<file path="src/rtl/controle_reservatorio.sv">
// controle_reservatorio
//   Upstream fill controller for maquina_maluca. It opens the water valve while
//   a fill is requested and counts flow-meter pulses up to ALVO. When the target
//   volume is reached, it emits a one-cycle agua_enchida pulse. If no flow pulse
//   arrives for TIMEOUT cycles, it flags a fault. If the request is withdrawn
//   mid-fill, the fill is aborted.
//
// Ports
//   clk          in   rising-edge system clock
//   reset        in   synchronous, active-high
//   encher_req   in   level fill request from the requester
//   fluxo_pulso  in   one-cycle pulse per unit of water delivered
//   valvula      out  valve open (registered)
//   agua_enchida out  one-cycle pulse when the target volume is reached
//   erro         out  high while in the stalled-flow fault state
//   nivel        out  flow pulses counted in the current fill
//   estado       out  FSM state code (0 idle .. 4 fault) for monitoring
module controle_reservatorio #(
    parameter int unsigned ALVO    = 8,
    parameter int unsigned TIMEOUT = 64,
    parameter int unsigned CNT_W   = 8
) (
    input  logic             clk,
    input  logic             reset,
    input  logic             encher_req,
    input  logic             fluxo_pulso,
    output logic             valvula,
    output logic             agua_enchida,
    output logic             erro,
    output logic [CNT_W-1:0] nivel,
    output logic [2:0]       estado
);

    typedef enum logic [2:0] {
        OCIOSO   = 3'd0,
        ENCHENDO = 3'd1,
        CHEIO    = 3'd2,
        AGUARDA  = 3'd3,
        FALHA    = 3'd4
    } estado_t;

    estado_t          state_q, state_d;
    logic [CNT_W-1:0] nivel_q, nivel_d;
    logic [CNT_W-1:0] tmo_q, tmo_d;
    logic             valvula_q, valvula_d;
    logic             agua_q, agua_d;
    logic             erro_q, erro_d;

    logic [CNT_W-1:0] nivel_inc;
    logic             tmo_hit;

    assign nivel_inc = nivel_q + 1'b1;
    // The counter reaches TIMEOUT on this edge.
    // ">=" keeps a saturated counter in the fault path.
    assign tmo_hit   = (tmo_q >= CNT_W'(TIMEOUT - 1));

    always_comb begin
        state_d = state_q;
        nivel_d = nivel_q;
        tmo_d   = tmo_q;
        unique case (state_q)
            OCIOSO: begin
                if (encher_req) begin
                    state_d = ENCHENDO;
                    nivel_d = '0;
                    tmo_d   = '0;
                end
            end
            ENCHENDO: begin
                // Priority: abort, then flow pulse, then timeout.
                // A pulse on the expiring cycle therefore wins.
                if (!encher_req) begin
                    state_d = OCIOSO;
                end else if (fluxo_pulso) begin
                    nivel_d = nivel_inc;
                    tmo_d   = '0;
                    if (nivel_inc == CNT_W'(ALVO)) begin
                        state_d = CHEIO;
                    end
                end else begin
                    if (tmo_q != '1) begin
                        tmo_d = tmo_q + 1'b1;
                    end
                    if (tmo_hit) begin
                        state_d = FALHA;
                    end
                end
            end
            CHEIO:   state_d = AGUARDA;
            AGUARDA: if (!encher_req) state_d = OCIOSO;
            FALHA:   if (!encher_req) state_d = OCIOSO;
            default: state_d = OCIOSO;
        endcase

        // Outputs are registered from the next state.
        // They therefore line up with the state register.
        valvula_d = (state_d == ENCHENDO);
        agua_d    = (state_d == CHEIO);
        erro_d    = (state_d == FALHA);
    end

    always_ff @(posedge clk) begin
        if (reset) begin
            state_q   <= OCIOSO;
            nivel_q   <= '0;
            tmo_q     <= '0;
            valvula_q <= 1'b0;
            agua_q    <= 1'b0;
            erro_q    <= 1'b0;
        end else begin
            state_q   <= state_d;
            nivel_q   <= nivel_d;
            tmo_q     <= tmo_d;
            valvula_q <= valvula_d;
            agua_q    <= agua_d;
            erro_q    <= erro_d;
        end
    end

    assign valvula      = valvula_q;
    assign agua_enchida = agua_q;
    assign erro         = erro_q;
    assign nivel        = nivel_q;
    assign estado       = state_q;

endmodule

</file>
<file path="config.mk">
export PLATFORM = sky130hd
export DESIGN_NAME = controle_reservatorio
export DESIGN_NICKNAME = d
export VERILOG_FILES = /design/src/rtl/controle_reservatorio.sv
export SDC_FILE = /design/constraint.sdc
export NUM_CORES = 1
export LEC_CHECK = 0
export ABC_AREA = 1
export CAP_MARGIN = 0
export CORE_UTILIZATION = 56
export CTS_CLUSTER_DIAMETER = 60
export CTS_CLUSTER_SIZE = 40
export DETAILED_ROUTE_END_ITERATION = 10
export GPL_TIMING_DRIVEN = 0
export HOLD_SLACK_MARGIN = 0.06
export PLACE_DENSITY = 0.85
export SYNTH_ARGS = -nofsm -noshare
export SYNTH_HDL_FRONTEND = slang
export SYNTH_SLANG_ARGS = --single-unit
</file>
<file path="constraint.sdc">
create_clock -name clk -period 3.3 [get_ports clk]
set_clock_uncertainty 0.2 [all_clocks]
set_input_delay 0.66 -clock clk [delete_from_list [all_inputs] [get_ports clk]]
set_output_delay 0.66 -clock clk [all_outputs]
set_load 0.03 [all_outputs]
</file>
==> impl_metrics.toml <==
[status]
status = "finished clean"

[cells_and_area]
drive_gt1_share_pct = 12.2
area_delta_synth_final_pct = 18.2
num_antenna_cells = 0
regArea_um2 = 440
final_cells = 216
fin_nets = 197
fill_cells = 167
final_area_mm2 = 0.00140
multi_input_area_um2 = 638
final_common_cell = "nand2_1"
final_cell_mix = "nand2_1 (39), inv_1 (23), dfxtp_1 (22), clkdlybuf4s50_1 (16)"

[worst_setup_path]
path_cells = "clkdlybuf4s50_1"
cp_num_buf_inv = 1
crit_path_max_fanout = 5
critical_path_class = "reg -> out"
cpMaxStageDelayCell = "clkdlybuf4s50_1"
end_kind = "output port"
critPathRequiredTime_ns = 2.44
worstPathArrival_ns = 1.48
start_kind = "register"
cp_top_family = "buffers and inverters"
slowest_delay_ns = 0.71

[logic_synthesis]
synth_nets = 176
yosys_warnings = 0
syn_area_mm2 = 0.00119
ys_seq_elements = 22
avgSynthCellArea_um2 = 6.98
synth_top_cell_by_area = "dfxtp_1"
syn_inst = 170
synth_cell_types = 30
ys_seq_area_share_pct = 37.1
yosysTopAreaCellShare_pct = 37.1
ys_top_cells_by_area = "dfxtp_1 (37%), nand2_1 (12%), inv_1 (7.3%), nand3_1 (5.9%), nor2_1 (4.4%)"

[cts]
cts.clk_slew.worst_paths_ns = 0.12
cts_max_path_buffers = 2
cts.sinks = 22
cts_resized = 0
clock-root-buffer = "clkbuf_4"
worstSkewPairLatency_ns = 0.31
h-tree-depth = 1
cts_tree = "yes"
numCtsBuffers = 3
postCtsHoldBufs = 0
post-cts-setup-buffers = 0

[floorplanning]
die-area_mm2 = 0.00231
die_x_um = 48.0
rows = 16
boundaryPins = 18
fp.coreArea_mm2 = 0.00198
die_y_um = 48.0
start_util_pct = 59.9

[sta]
tns_ns = 0
hold_viol = 0
slew_violations = 0
setup_violations = 0
max_slew_margin_pct = 78.0
fin_crit_sh_pct = 70.9
rsz0062_at_grt = "false"
tightest_slew_ns = 0.329
fmax_mhz = 427
layout_min_cycle_time_ns = 2.34

[route]
drt_iter0_markers = 18
vias_per_cell = 5.41
drc = 0
drt-pass1-iter-count = 4
routedWlPerCell_um = 11.9
vias = 1169
antenna_left = 0
wl_um = 2580

[placement]
place.detailed.hpwl_um = 2020
place.gp.congestion = 0.891
placed_cell_area_mm2 = 0.00138
portBuffers = 16
place_inst = 213

[global_route]
grt_pass1_vias = 973
use_met1_pct = 28.1
grt_util_met2_pct = 42.2
antenna_found_initial = 0
grt_pass1_wl_um = 3910
grt_overflow = 0
busiest_layer = "met2"
grtUsageMet3_pct = 6.42
track_usage_pct = 24.2
grt_max_degree = 12

[worst_hold_path]
hp-class = "reg -> reg"

[pwr]
leakagePower_uw = 0.000587
vdd_drop_max_mv = 0.246
powerDensity_mw_per_mm2 = 315

[flow_run]
drv_cap = 0
-- routing by layer --
layer  vias up  wire length (µm)  part of all wire (%)
met5         -                 0                     0
met4         0                18                  0.70
met3         3               126                   4.9
met2        43              1340                    52
met1       533              1090                    42
li1        590                 -                     -
-- cell families after synthesis --
family | share of synthesized area [%]
flip-flops | 37.1
XOR/XNOR | 2.95
AND/OR/NAND/NOR | 35.5
AO/OA/AOI/OAI | 13.2
buffers and inverters | 9.17
adder cells (fa/ha/maj) | 2.11
-- path summary, 6_finish.rpt --
kind | start | slack, ns | endpoint | cells after the start
max reg2reg | tmo_q[0]$_SDFFE_PP0P_ | 1.49 | tmo_q[2]$_SDFFE_PP0P_ | 9
min reg2reg | tmo_q[6]$_SDFFE_PP0P_ | 0.31 | tmo_q[6]$_SDFFE_PP0P_ | 2
max | nivel[3]$_SDFFE_PP0P_ | 0.96 | nivel[3] | 1
min | tmo_q[6]$_SDFFE_PP0P_ | 0.31 | tmo_q[6]$_SDFFE_PP0P_ | 2
-- registers in the layout, indices dropped and copies added (netlist names) --
register / flops
erro: 1
tmo_q: 8
agua_enchida: 1
estado: 3
valvula: 1
nivel: 8
-- where the power goes --
part           leakage (µW)  switching (µW)  internal, µW
Sequential         0.000178            4.14           269
Clock             0.0000138            80.6          42.7
Combinational      0.000395            30.2          15.3
-- synth_stat cells, drive strengths merged --
library cell and number:
nand2 45, inv 27, dfxtp 22, nor2 18, nand3 17, a21oi 10, o21ai 9, nor3 4
xor2 3, ha 2, nand4 2, o22ai 2, a211oi 1, a21o 1, a31oi 1, a32o 1
buf 1, nor3b 1, o211a 1, o21bai 1, xnor2 1
-- final cells by class --
cell class / instances / share of cell area (%)
multi-input combinational: 120 / 45.5
sequential: 22 / 31.4
timing repair buffer: 16 / 11.4
inverter: 27 / 7.40
tap: 27 / 2.41
clock buffer: 3 / 1.60
buffer: 1 / 0.357
-- per-stage QoR --
step                      utilization (%)  setup slack [ns]  total power [µW]  hold WS [ns]
final                                70.8             0.959               442         0.310
after detailed placement             69.7             0.952               324         0.287
after global placement               69.7             0.991               323         0.271
after global routing                 70.8             0.929               460         0.340
after floorplan                         -              1.45               308         0.253
after CTS                            70.8             0.964               445         0.306
No activity file was read; power rests on OpenSTA's default activity.
